<file path="config.mk">
export PLATFORM = sky130hd
export DESIGN_NAME = data_trans_packer
export DESIGN_NICKNAME = d
export VERILOG_FILES = /design/src/rtl/data_trans_packer.sv
export SDC_FILE = /design/constraint.sdc
export NUM_CORES = 1
export LEC_CHECK = 0
export ABC_CLOCK_PERIOD_IN_PS = 2800
export CELL_PAD_IN_SITES_DETAIL_PLACEMENT = 1
export CELL_PAD_IN_SITES_GLOBAL_PLACEMENT = 1
export CORE_MARGIN = 2
export CORE_UTILIZATION = 28
export CTS_BUF_LIST = sky130_fd_sc_hd__clkbuf_8
export CTS_CLUSTER_DIAMETER = 150
export CTS_CLUSTER_SIZE = 16
export DETAILED_ROUTE_END_ITERATION = 8
export PLACE_DENSITY_LB_ADDON = 0.1
export SLEW_MARGIN = 20
export SYNTH_ARGS = -nofsm -noshare
export SYNTH_HDL_FRONTEND = slang
export SYNTH_SLANG_ARGS = --single-unit
</file>
<file path="constraint.sdc">
create_clock -name clk -period 2.8 [get_ports clk]
set_clock_uncertainty 0.15 [all_clocks]
set_input_delay 0.28 -clock clk [delete_from_list [all_inputs] [get_ports clk]]
set_output_delay 0.28 -clock clk [all_outputs]
set_load 0.005 [all_outputs]
</file>
<file path="src/rtl/data_trans_packer.sv">
// Repacks a mixed byte/nibble input stream into a byte-wide output stream.
// Nibbles are joined in arrival order: the earlier one goes in the low half.
module data_trans_packer (
  input  logic       clk,
  input  logic       reset_n,
  input  logic       start,
  input  logic [7:0] data_in,
  input  logic       byt,
  output logic [7:0] data_o,
  output logic       data_en
);

  typedef enum logic {
    IDLE,
    S_4BIT
  } state_t;

  state_t     state_q, state_d;
  logic [3:0] nib_q, nib_d;
  logic [7:0] data_o_q, data_o_d;
  logic       data_en_q, data_en_d;

  // reset_n is active-high despite its name
  always_ff @(posedge clk or posedge reset_n) begin
    if (reset_n) begin
      state_q   <= IDLE;
      nib_q     <= 4'h0;
      data_o_q  <= 8'h00;
      data_en_q <= 1'b0;
    end else begin
      state_q   <= state_d;
      nib_q     <= nib_d;
      data_o_q  <= data_o_d;
      data_en_q <= data_en_d;
    end
  end

  always_comb begin
    state_d   = state_q;
    nib_d     = nib_q;
    data_o_d  = data_o_q;
    data_en_d = 1'b0;

    if (start) begin
      unique case (state_q)
        IDLE: begin
          if (byt) begin
            data_o_d  = data_in;
            data_en_d = 1'b1;
          end else begin
            nib_d   = data_in[3:0];
            state_d = S_4BIT;
          end
        end
        S_4BIT: begin
          // A full byte here splits: its low nibble completes the pending
          // byte and its high nibble becomes the new pending nibble.
          data_o_d  = {data_in[3:0], nib_q};
          data_en_d = 1'b1;
          if (byt) begin
            nib_d = data_in[7:4];
          end else begin
            state_d = IDLE;
          end
        end
        default: state_d = IDLE;
      endcase
    end
  end

  assign data_o  = data_o_q;
  assign data_en = data_en_q;

endmodule

</file>
==> metrics.csv, run 1 <==
metric,value,unit
die_w,55.8,microns
r2r-end,nib_q[0],
dp_cells,97,
use_met2,0.156,
dp_hpwl,959,microns
htree_levels,1,
worstPathMaxFanout,5,
ys_seq_area_frac,0.467,
drive_above_1_share,0.414,
min_period,1860,ps
postSynthNetCount,60,
grt_setup_unrepaired,no,
reg2reg_from,state_q,
period_share,0.665,
ys_top_cells_by_area,"dfrtp_1 (47%), mux2_4 (36%), mux2_2 (9.0%)",
status,completed,
grt_pass1_wl,2.26,mm
stdcell_area,1030,sq um
num_vias,455,
nFillCells,267,
fin_cells,100,
placed_area,985,sq um
wl,1.33,mm
cts-resized-gates,0,
gp_congestion,0.583,
grt_max_degree,15,
cts_sinks,14,
required,2780,ps
wl_per_cell,13.3,microns
critical_path_class,in2reg,
cts_buffers,3,
clk_latency,240,ps
synth_cells,47,
max-vdd-ir-drop,340,uV
multi_input_area,370,sq um
nNetsFinal,85,
end_kind,flip-flop,
start_kind,input pin,
drc,0,
synth_top_area_share,0.467,
tightest_slew,563,ps
core,2500,sq um
initial_core_util,0.300,
dr.pass1.iters,2,
grt.met3_usage,0.0442,
yosys_warnings,0,
dieArea,3110,sq um
cts_root_buf,clkbuf_8,
core.rowCount,18,
p_leak,0.467,nW
maxSlewViolCount,0,
cts_tree,built,
hold_buffers,0,
cp.arrival,1840,ps
startpoint,byt,
setup.worst_path.end,nib_q[0],
syn_area,751,sq um
initialDrtViolationCount,2,
grt_pass1_vias,477,
area_growth,36.7,%
met1_usage,0.113,
worst_slew_margin_rel,0.624,
overflow,0,
finalSetupViolations,0,
num_io_pins,21,
gr-usage-all-layers,0.0952,
die_y,55.8,microns
hold_path_class,in2async,
clkSlewWorstSetupHoldPaths,60,ps
drtAntennaViolNets,0,
vias_per_cell,4.55,
antenna_found_initial,0,
regArea,350,sq um
synth_area_leader_cell,dfrtp_1,
power.density,820,nW/um^2
ff2ff_setup_slack,1080,ps
reg2reg_depth,4,
antennaDiodeCount,0,
synth-seq-cells,14,
clock.fmax,0.537,GHz
hold_viol,0,
syn_avg_cell_area,16.0,sq um
clock_path_buffers,2,
busiest_layer,met2,
maxCapViolCount,0,
port-buffer-count,20,
yosys.cell_types.count,9,
postCtsSetupRepairBufs,0,
fin_setup_tns,0,ps
## Yosys cell counts
cell type,instances
mux2_4,18
buf_4,1
inv_1,3
ha_1,1
dfrtp_1,14
nor2b_1,2
o21bai_1,1
buf_6,1
mux2_2,6
## per-layer routing
layer / wire length [microns] / up-vias
li1: - / 212
met1: 579 / 232
met2: 688 / 11
met3: 65 / 0
met4: 0 / 0
met5: 0 / -
## report_power, final
part	switching [mW]	leakage, nW	internal, mW
registers	0.0412	0.165	0.283
logic	0.0949	0.281	0.258
clock network	0.0698	0.0216	0.0951
total	0.206	0.467	0.636
## placed cells by master, fill, tap and decap left out, drive strengths merged
cell type and count:
o21bai 1, dfrtp 14, clkdlybuf4s50 20, nor2b 2, buf 2, clkbuf 3
ha 1, mux2 24, inv 3
## flip-flops by register name, indices dropped and copies added (netlist names)
register	cells
nib_q	4
state_q	1
data_o	8
data_en	1
## how the worst min path moves through the flow
stage                            to  cells past startpoint  startpoint  slack, ps
after detailed placement   nib_q[1]                      1    nib_q[1]        350
after floorplan             data_en                      1     reset_n         20
after CTS                 data_o[0]                      2     reset_n        280
after global placement    data_o[7]                      1   data_o[7]        340
after global routing      data_o[0]                      2     reset_n        310
final                     data_o[0]                      2     reset_n        250
## area by class of cell
| type | count | share of cell area |
|---|---|---|
| Multi-Input combinational cell | 28 | 0.361 |
| Sequential cell | 14 | 0.341 |
| Timing Repair Buffer | 22 | 0.210 |
| Clock buffer | 3 | 0.0402 |
| Tap cell | 30 | 0.0366 |
| Inverter | 3 | 0.0110 |
## through the flow
stage | power (mW) | setup WS (ps) | hold WS [ps] | utilization
final | 0.842 | 939 | 247 | 0.410
after floorplan | 0.545 | 959 | 19.2 | -
after global placement | 0.683 | 707 | 344 | 0.394
after global routing | 0.899 | 867 | 313 | 0.410
after detailed placement | 0.687 | 672 | 348 | 0.394
after CTS | 0.862 | 938 | 276 | 0.410
## kinds of logic (layout without fill, tap and decap cells)
kind of cell	count (synthesis)	count (layout)	synth area share
and+or+nand+nor	2	2	0.0167
adders and majority gates	1	1	0.0167
buffers and inverters	5	28	0.0400
AOI/OAI and AO/OA	1	1	0.0100
DFF	14	14	0.467
muxes	24	24	0.450
## worst max-delay path: stages
cell	delay, ps
clkdlybuf4s50_1	450
inv_1	40
ha_1	280
nor2b_1	400
mux2_2	390
Power figures use the tool's default switching activity.
==> run 2, diff against run 1 <==
--- a/config.mk
+++ b/config.mk
@@ -5,7 +5,7 @@
 export SDC_FILE = /design/constraint.sdc
 export NUM_CORES = 1
 export LEC_CHECK = 0
-export ABC_CLOCK_PERIOD_IN_PS = 2800
+export ABC_CLOCK_PERIOD_IN_PS = 1800
 export CELL_PAD_IN_SITES_DETAIL_PLACEMENT = 1
 export CELL_PAD_IN_SITES_GLOBAL_PLACEMENT = 1
 export CORE_MARGIN = 2
==> constraint.sdc (replaced) <==
create_clock -name clk -period 1.8 [get_ports clk]
set_clock_uncertainty 0.15 [all_clocks]
set_input_delay 0.18 -clock clk [delete_from_list [all_inputs] [get_ports clk]]
set_output_delay 0.18 -clock clk [all_outputs]
set_load 0.005 [all_outputs]
==> run 2 against run 1 <==
Design area grew 3.0%. Flip-flop and latch count is the same. Combinational power grew 61%. Total power grew 64%. Final cell count grew 3.0%. Worst hold slack lost 110 ps. Count of clock-buffer cells in the layout grew 1. Via count shrank 1.1%. Critical path type unchanged. Critical endpoint is now nib_q[3]. Largest cell class unchanged. Highest routed layer is now met4.
==> metrics.csv, run 2 (synthesis gave the netlist of run 1 again) <==
metric,value,unit
status,completed,
wl_met2,655,microns
largest_reg_flops,8,
startpoint,byt,
maxUsedRoutingLayer,met4,
grt_pass1_wl,2.17,mm
final_cell_mix,"clkdlybuf4s50_1 (20), mux2_4 (18), dfrtp_1 (14)",
wl_met1,644,microns
clkSlewWorstSetupHoldPaths,60,ps
antennaDiodeCount,0,
core.rowCount,18,
clk_latency,250,ps
initial_core_util,0.300,
antenna_found_initial,0,
dp_hpwl,1.03,mm
dr.pass1.iters,2,
drive_above_1_share,0.452,
cpPeakStageDelay,450,ps
grt_setup_unrepaired,no,
r2r-end,nib_q[3],
dieArea,3110,sq um
period_share,0.868,
power,1.38,mW
hold_buffers,0,
grt_pass1_vias,459,
nNetsFinal,87,
tightest_slew,567,ps
cts_sinks,14,
worst_slew_margin_rel,0.622,
overflow,0,
wl_per_cell,13.5,microns
grt_max_degree,15,
gr-usage-all-layers,0.0949,
cp.arrival,1540,ps
required,1780,ps
utilization,0.423,
worstPathMaxFanout,2,
reg2reg_depth,5,
die_w,55.8,microns
setup.worst_path.end,nib_q[3],
finalSetupViolations,0,
maxSlewViolCount,0,
nFillCells,270,
num_vias,450,
crit_slowest_cell,clkdlybuf4s50_1,
num_io_pins,21,
fin_setup_tns,0,ps
initialDrtViolationCount,1,
start_kind,input pin,
htree_levels,1,
critical_path_class,in2reg,
ff2ff_setup_slack,270,ps
port-buffer-count,20,
end_kind,flip-flop,
clock_path_buffers,2,
postCtsSetupRepairBufs,0,
max-vdd-ir-drop,820,uV
drc,0,
clock.fmax,0.640,GHz
reg2reg_from,state_q,
hold_path_class,in2async,
cts_tree,built,
cts_root_buf,clkbuf_8,
power.density,1310,nW/um^2
vias_per_cell,4.37,
min_period,1560,ps
core,2500,sq um
cts-resized-gates,0,
gp_congestion,0.643,
p_leak,0.486,nW
maxCapViolCount,0,
hold_viol,0,
wl_met3,84,microns
path_cells,clkdlybuf4s50_1 -> inv_1 -> ha_1 -> nor2b_2 -> buf_4 -> mux2_2,
cts_buffers,3,
die_y,55.8,microns
area_growth,40.8,%
final_common_cell,clkdlybuf4s50_1,
whs,139,ps
drtAntennaViolNets,0,
wl,1.40,mm
[run 2: cell count changes in the layout (fill, tap and decap cells not counted)]
cell / before / now
buf_4: 2 / 4
clkbuf_8: 3 / 4
nor2b_1: 2 / 1
nor2b_2: 0 / 1
[run 2: area by class of cell]
cell class	count	area [sq um]	area share
clock buffers	4	55.1	0.0521
inverters	3	11.3	0.0107
multi-input cells	28	373	0.353
flip-flops and latches	14	350	0.331
well taps	30	37.5	0.0355
repair buffers	24	230	0.218
[run 2: worst max-delay path: cells and delay by family]
family / cells / cell delay [ps]
muxes: 1 / 320
adders and majority gates: 1 / 290
buffers and inverters: 3 / 620
and+or+nand+nor: 1 / 130
[run 2: worst min path at each step]
stage,start,to,slack (ps),depth (start not counted)
floorplan,reset_n,data_en,-80,1
global placement,nib_q[0],nib_q[0],350,1
detailed placement,data_o[7],data_o[7],350,1
CTS,reset_n,data_o[2],160,2
global route,reset_n,data_en,180,2
finish,reset_n,data_o[2],140,2
[run 2: metal layers]
| layer | up-vias | GRT usage |
|---|---|---|
| li1 | 215 | - |
| met1 | 220 | 0.123 |
| met2 | 13 | 0.141 |
| met3 | 2 | 0.0419 |
| met4 | 0 | 0.0314 |
| met5 | - | 0 |
[run 2: per-stage QoR]
stage | cell area, sq um | worst slack [ps] | std cells
floorplan | 753 | 54.4 | 47
global placement | 1000 | -22.3 | 99
detailed placement | 1000 | -33.5 | 99
CTS | 1060 | 229 | 103
global route | 1060 | 161 | 103
finish | 1060 | 237 | 103
[run 2: power by group]
part           switching [mW]  leakage [nW]  internal [mW]
Clock                   0.115        0.0288          0.194
Combinational           0.155         0.292          0.412
Sequential             0.0670         0.165          0.440
